### src/rtl/simd_add_seq.sv
// Command-driven sequencer around a 32-bit lane-partitioned add/sub datapath.
// Streams cmd_len operand pairs per command, with per-lane signed saturation and sticky overflow flags.
module simd_add_seq #(
    parameter int unsigned LEN_W = 8
) (
    input  logic             clk_i,
    input  logic             rst_i,
    input  logic             cmd_valid_i,
    output logic             cmd_ready_o,
    input  logic [1:0]       cmd_width_i,
    input  logic             cmd_saturate_i,
    input  logic             cmd_sub_i,
    input  logic [LEN_W-1:0] cmd_len_i,
    input  logic             in_valid_i,
    output logic             in_ready_o,
    input  logic [31:0]      in_a_i,
    input  logic [31:0]      in_b_i,
    output logic             out_valid_o,
    input  logic             out_ready_i,
    output logic [31:0]      out_data_o,
    output logic             out_last_o,
    output logic [3:0]       ovf_sticky_o,
    output logic             busy_o,
    output logic             done_o
);

    localparam int unsigned DATA_W = 32;
    localparam int unsigned NBYTES = 4;
    localparam int unsigned BYTE_W = 8;

    typedef enum logic [1:0] {
        S_IDLE  = 2'd0,
        S_RUN   = 2'd1,
        S_FLUSH = 2'd2,
        S_DONE  = 2'd3
    } state_e;

    state_e             state_q, state_d;
    logic [LEN_W-1:0]   remaining_q, remaining_d;
    logic [1:0]         width_q, width_d;
    logic               sat_q, sat_d;
    logic               sub_q, sub_d;
    logic               out_valid_q, out_valid_d;
    logic               out_last_q, out_last_d;
    logic [DATA_W-1:0]  out_data_q, out_data_d;
    logic [NBYTES-1:0]  ovf_q, ovf_d;
    logic               cmd_ready_q, cmd_ready_d;
    logic               busy_q, busy_d;
    logic               done_q, done_d;

    logic               in_fire, out_fire;
    logic               w8, w16;
    logic [NBYTES-1:0]  lane_lsb, lane_msb;
    logic [DATA_W-1:0]  b_eff, raw_sum, res;
    logic [NBYTES-1:0]  byte_ovf, a_sign;
    logic [BYTE_W:0]    bsum;
    logic               cin, cout;
    logic [1:0]         lane_m;

    // Lane geometry: width 11 behaves as a single 32-bit lane
    assign w8  = (width_q == 2'b00);
    assign w16 = (width_q == 2'b01);

    always_comb begin
        lane_lsb = 4'b0001;
        lane_msb = 4'b1000;
        if (w8) begin
            lane_lsb = 4'b1111;
            lane_msb = 4'b1111;
        end else if (w16) begin
            lane_lsb = 4'b0101;
            lane_msb = 4'b1010;
        end
    end

    // Byte-sliced adder; carry is killed and replaced by the subtract carry-in at each lane LSB
    always_comb begin
        b_eff    = sub_q ? ~in_b_i : in_b_i;
        raw_sum  = '0;
        byte_ovf = '0;
        a_sign   = '0;
        bsum     = '0;
        cin      = 1'b0;
        cout     = 1'b0;
        for (int i = 0; i < NBYTES; i++) begin
            cin  = lane_lsb[i] ? sub_q : cout;
            bsum = 9'({1'b0, in_a_i[BYTE_W*i +: BYTE_W]})
                 + 9'({1'b0, b_eff[BYTE_W*i +: BYTE_W]})
                 + 9'(cin);
            cout = bsum[BYTE_W];
            raw_sum[BYTE_W*i +: BYTE_W] = bsum[BYTE_W-1:0];
            a_sign[i]   = in_a_i[BYTE_W*i + BYTE_W-1];
            byte_ovf[i] = lane_msb[i]
                        & (in_a_i[BYTE_W*i + BYTE_W-1] == b_eff[BYTE_W*i + BYTE_W-1])
                        & (bsum[BYTE_W-1] != in_a_i[BYTE_W*i + BYTE_W-1]);
        end
    end

    // Saturation: each byte follows the overflow/sign of its lane's most significant byte
    always_comb begin
        res    = raw_sum;
        lane_m = 2'b11;
        for (int i = 0; i < NBYTES; i++) begin
            lane_m = w8 ? 2'(i) : (w16 ? (2'(i) | 2'b01) : 2'b11);
            if (sat_q && byte_ovf[lane_m]) begin
                if (a_sign[lane_m]) begin
                    res[BYTE_W*i +: BYTE_W] = lane_msb[i] ? 8'h80 : 8'h00;
                end else begin
                    res[BYTE_W*i +: BYTE_W] = lane_msb[i] ? 8'h7F : 8'hFF;
                end
            end
        end
    end

    // in_ready must see out_ready combinationally so a draining output can reload with no bubble
    assign in_ready_o = (state_q == S_RUN) && (remaining_q != '0)
                        && (!out_valid_q || out_ready_i);
    assign in_fire    = in_valid_i && in_ready_o;
    assign out_fire   = out_valid_q && out_ready_i;

    always_comb begin
        state_d     = state_q;
        remaining_d = remaining_q;
        width_d     = width_q;
        sat_d       = sat_q;
        sub_d       = sub_q;
        out_valid_d = out_valid_q;
        out_last_d  = out_last_q;
        out_data_d  = out_data_q;
        ovf_d       = ovf_q;

        case (state_q)
            S_IDLE: begin
                if (cmd_valid_i) begin
                    width_d     = cmd_width_i;
                    sat_d       = cmd_saturate_i;
                    sub_d       = cmd_sub_i;
                    remaining_d = cmd_len_i;
                    ovf_d       = '0;
                    state_d     = (cmd_len_i == '0) ? S_DONE : S_RUN;
                end
            end
            S_RUN: begin
                if (in_fire && (remaining_q == LEN_W'(1))) begin
                    state_d = S_FLUSH;
                end
            end
            S_FLUSH: begin
                if (!out_valid_q || (out_fire && out_last_q)) begin
                    state_d = S_DONE;
                end
            end
            S_DONE: begin
                state_d = S_IDLE;
            end
            default: begin
                state_d = S_IDLE;
            end
        endcase

        if (out_fire) begin
            out_valid_d = 1'b0;
            out_last_d  = 1'b0;
        end
        if (in_fire) begin
            out_valid_d = 1'b1;
            out_data_d  = res;
            out_last_d  = (remaining_q == LEN_W'(1));
            remaining_d = remaining_q - LEN_W'(1);
            ovf_d       = ovf_q | byte_ovf;
        end

        cmd_ready_d = (state_d == S_IDLE);
        busy_d      = (state_d != S_IDLE);
        done_d      = (state_d == S_DONE);
    end

    always_ff @(posedge clk_i or posedge rst_i) begin
        if (rst_i) begin
            state_q     <= S_IDLE;
            remaining_q <= '0;
            width_q     <= 2'b00;
            sat_q       <= 1'b0;
            sub_q       <= 1'b0;
            out_valid_q <= 1'b0;
            out_last_q  <= 1'b0;
            out_data_q  <= '0;
            ovf_q       <= '0;
            cmd_ready_q <= 1'b1;
            busy_q      <= 1'b0;
            done_q      <= 1'b0;
        end else begin
            state_q     <= state_d;
            remaining_q <= remaining_d;
            width_q     <= width_d;
            sat_q       <= sat_d;
            sub_q       <= sub_d;
            out_valid_q <= out_valid_d;
            out_last_q  <= out_last_d;
            out_data_q  <= out_data_d;
            ovf_q       <= ovf_d;
            cmd_ready_q <= cmd_ready_d;
            busy_q      <= busy_d;
            done_q      <= done_d;
        end
    end

    assign cmd_ready_o  = cmd_ready_q;
    assign out_valid_o  = out_valid_q;
    assign out_data_o   = out_data_q;
    assign out_last_o   = out_last_q;
    assign ovf_sticky_o = ovf_q;
    assign busy_o       = busy_q;
    assign done_o       = done_q;

endmodule

### config.mk
export PLATFORM = sky130hd
export DESIGN_NAME = simd_add_seq
export DESIGN_NICKNAME = d
export VERILOG_FILES = /design/src/rtl/simd_add_seq.sv
export SDC_FILE = /design/constraint.sdc
export NUM_CORES = 1
export LEC_CHECK = 0
export ABC_AREA = 1
export BUFFER_PORTS_ARGS = -buffer_cell sky130_fd_sc_hd__buf_2
export CAP_MARGIN = 0
export CELL_PAD_IN_SITES_DETAIL_PLACEMENT = 1
export CELL_PAD_IN_SITES_GLOBAL_PLACEMENT = 1
export CORE_MARGIN = 2
export CORE_UTILIZATION = 24
export CTS_CLUSTER_DIAMETER = 50
export DETAILED_ROUTE_END_ITERATION = 12
export GPL_TIMING_DRIVEN = 0
export PLACE_DENSITY = 0.56
export SLEW_MARGIN = 40
export SYNTH_ARGS = -nofsm -noshare
export SYNTH_HDL_FRONTEND = slang
export SYNTH_SLANG_ARGS = --single-unit
### constraint.sdc
create_clock -name clk_i -period 7.1 [get_ports clk_i]
set_input_delay 1.42 -clock clk_i [delete_from_list [all_inputs] [get_ports clk_i]]
set_output_delay 1.42 -clock clk_i [all_outputs]
set_load 0.02 [all_outputs]
==> qor.yml <==
outcome:
  status: "finished, violations left"
  violations: "setup timing"
worst_hold_path:
  hold_start: "out_data_o[17]$_DFFE_PP0P_"
  hp-class: "reg -> reg"
  worst_hold_path.num_cells: 2
  min_to: "out_data_o[17]$_DFFE_PP0P_"
cts:
  clk_path_buf_depth: 2
  cts_tree: "done"
  cts_buffers: 5
  holdBufCountCts: 0
  clk_pin_slew_worst_paths_ps: 70
  htreeDepth: 2
  cts_sinks: 55
  cts_root_buf: "clkbuf_16"
  worstSkewPairLatency_ps: 300
setup_path:
  startpoint_type: "input pin"
  critPathMaxStageDelay_ps: 410
  arrival_ps: 7810
  cp.required_ps: 7290
  r2r_end: "out_data_o[12]$_DFFE_PP0P_"
  crit_cells: 50
  path_class: "in -> reg"
  critPathMostFrequentCell: "buf_4"
  r2r_slack_ps: -250
  r2r_cells: 50
  cp-end-kind: "register"
  crit_family: "buffers and inverters"
  reg2reg_from: "sub_q$_DFFE_PP0P_"
  worstPathMaxFanout: 2
  cp.buffers_inverters: 33
  slowest_stage: "fa_2"
floorplan:
  die_height_um: 138
  ios: 123
  dieArea_um2: 19100
  die_w_um: 138
  initial_core_util: 0.243
  rows: 49
  core_um2: 17800
yosys:
  syn_inst: 556
  synth_area_leader_cell: "dfrtp_1"
  async_flop_share: 1.00
  synth_area_leaders: "dfrtp_1, nand2_1, ha_1"
  synth_nets: 674
  yosysSeqAreaShare: 0.320
  yosysUniqueCellTypes: 49
  syn_area_um2: 4310
  synth-seq-cells: 55
  yosysMostFrequentCell: "nand2_1"
  ys_top_cells_by_count: "nand2_1, inv_1, dfrtp_1"
  ys_warn_count: 0
  synthFlopType: "dfrtp_1"
  netlist.area_leader.share: 0.313
  synth-edff-count: 0
  avgSynthCellArea_um2: 7.75
drt:
  wirelength_mm: 16.2
  drtIter0Drc: 207
  routed_via_density: 4.52
  vias: 4590
  routedWlPerCell_um: 16.0
  ant_nets: 0
  drc: 0
  routedLengthMet1_mm: 6.93
  met3_length_um: 554
  firstDrtPassIters: 5
  highest_layer: "met4"
  wl_met2_mm: 8.35
global_routing:
  grt_pass1_wl_mm: 26.2
  grt_start_max_net_pins: 29
  grt_pass1_vias: 5109
  grt_antenna_before_repair: 0
  track_usage: 0.169
  gr-total-overflow: 0
power:
  pwr-share-seq: 0.159
  combPwrFrac: 0.771
  p_sw_frac: 0.482
  power.leakage_nw: 3.46
  ir_drop_mv: 0.158
  p_int_w: 0.00183
  p_clk_frac: 0.070
  power.total_w: 0.00353
  p_sw_w: 0.00170
  power.density_nw_per_um2: 537
sta:
  worst_slack_ps: -519
  hold_viol: 0
  clock.fmax_mhz: 131
  period_minus_slack_ps: 7620
  final.setup.tns_ps: -8690
  slew_headroom: 0.461
  maxSlewViolCount: 0
  worst_pin_slew_ps: 809
  rsz0062_at_grt: "yes"
  skew_ps: 4.59
  fin_crit_sh: 1.07
  setup_viol_count_final: 32
finish:
  stdcell_count: 1015
  fin_nets: 903
  areaGrowthSynthToFinish_pct: 52.4
  final_util: 0.370
  drive_gt1_frac: 0.424
  nFillCells: 2185
  num_antenna_cells: 0
placed_design:
  place.gp.congestion: 0.793
  port_buffers: 122
  place_hpwl_mm: 11.2
  place_inst: 908
flow_run:
  cap_viol_max_count: 0
==> layout make-up <==
| cell class | count | area, um2 | area share |
|---|---|---|---|
| Buffer | 14 | 71.3 | 0.0109 |
| Clock buffer | 7 | 133 | 0.0202 |
| Clock inverter | 1 | 5.00 | 0.000762 |
| Inverter | 59 | 229 | 0.0348 |
| Multi-Input combinational cell | 430 | 3040 | 0.463 |
| Sequential cell | 55 | 1380 | 0.210 |
| Tap cell | 229 | 287 | 0.0436 |
| Timing Repair Buffer | 220 | 1430 | 0.217 |
==> per-layer routing <==
layer  vias up  GRT usage
li1       2271          -
met1      2180      0.203
met2       111      0.310
met3        28     0.0242
met4         0     0.0564
met5         -          0
==> cell usage in the layout (no fill, tap or decap), types with 4 or more instances in the layout <==
cell,instances
fa_2,7
o21a_1,7
a21o_1,4
dfrtp_1,54
clkbuf_16,5
nand2_8,5
xor2_1,37
nor2_1,32
nand3_1,12
a2bb2oi_1,4
nand3_4,6
nand2_1,146
nand3_2,7
a21oi_2,6
a21oi_1,17
buf_4,87
inv_1,52
nand2_2,22
o211ai_1,7
o21ai_1,4
xnor2_1,12
o21ai_2,18
buf_6,12
a31oi_1,5
buf_2,124
ha_1,30
clkbuf_1,7
o21ai_0,4
inv_2,4
==> metrics by stage <==
| step | cell area [um2] | hold slack (ps) | worst slack [ps] |
|---|---|---|---|
| after global placement | 5240 | 463 | -1230 |
| after CTS | 6310 | 478 | -257 |
| after detailed placement | 5260 | 464 | -1300 |
| after global routing | 6570 | 495 | -742 |
| after floorplan | 4340 | 470 | 26.6 |
| final | 6570 | 477 | -519 |
==> power groups by stage <==
| stage | Sequential (W) | Combinational, W | Clock (W) |
|---|---|---|---|
| global placement | 0.000561 | 0.00180 | 0 |
| CTS | 0.000563 | 0.00246 | 0.000257 |
| finish | 0.000563 | 0.00272 | 0.000248 |
| detailed placement | 0.000562 | 0.00184 | 0 |
| global route | 0.000583 | 0.00300 | 0.000269 |
| floorplan | 0.000674 | 0.00121 | 0 |
==> worst max-delay path by stage <==
stage / endpoint / from / slack [ps]
after detailed placement: out_data_o[15]$_DFFE_PP0P_ / in_b_i[0] / -1300
after global placement: out_data_o[15]$_DFFE_PP0P_ / in_b_i[0] / -1230
after global routing: out_data_o[30]$_DFFE_PP0P_ / in_b_i[0] / -740
after floorplan: out_data_o[31]$_DFFE_PP0P_ / in_b_i[0] / 30
after CTS: out_data_o[30]$_DFFE_PP0P_ / in_a_i[0] / -260
final: out_data_o[12]$_DFFE_PP0P_ / in_a_i[0] / -520
==> tightest hold or removal path, delay by kind of cell, from the launching register on <==
| kind | cells | cell delay, ps |
|---|---|---|
| flip-flops | 1 | 340 |
| AND/OR/NAND/NOR | 2 | 100 |
==> sequential cells by signal (all words and copies together), names as in the netlist <==
register,cells
out_valid_o,1
done_o,1
out_last_o,1
state_q,2
out_data_o,32
sub_q,1
busy_o,1
cmd_ready_o,1
width_q,2
ovf_sticky_o,4
sat_q,1
remaining_q,8
==> logic make-up (layout without fill, tap and decap cells) <==
| family | Yosys count | in the layout | synth area share |
|---|---|---|---|
| adder cells (fa/ha/maj) | 37 | 37 | 0.120 |
| XOR/XNOR | 52 | 52 | 0.106 |
| AND/OR/NAND/NOR | 247 | 249 | 0.248 |
| AO/OA/AOI/OAI | 92 | 92 | 0.141 |
| flip-flops | 55 | 55 | 0.320 |
| buffers and inverters | 73 | 301 | 0.0665 |
==> repair_timing <==
item                       4_1_cts  5_1_grt
pin swaps                       34       35
gates resized for setup         73       39
setup buffers                   85       16
setup endpoints to repair       33       33
gates cloned                     2        0
Power figures use the tool's default switching activity.
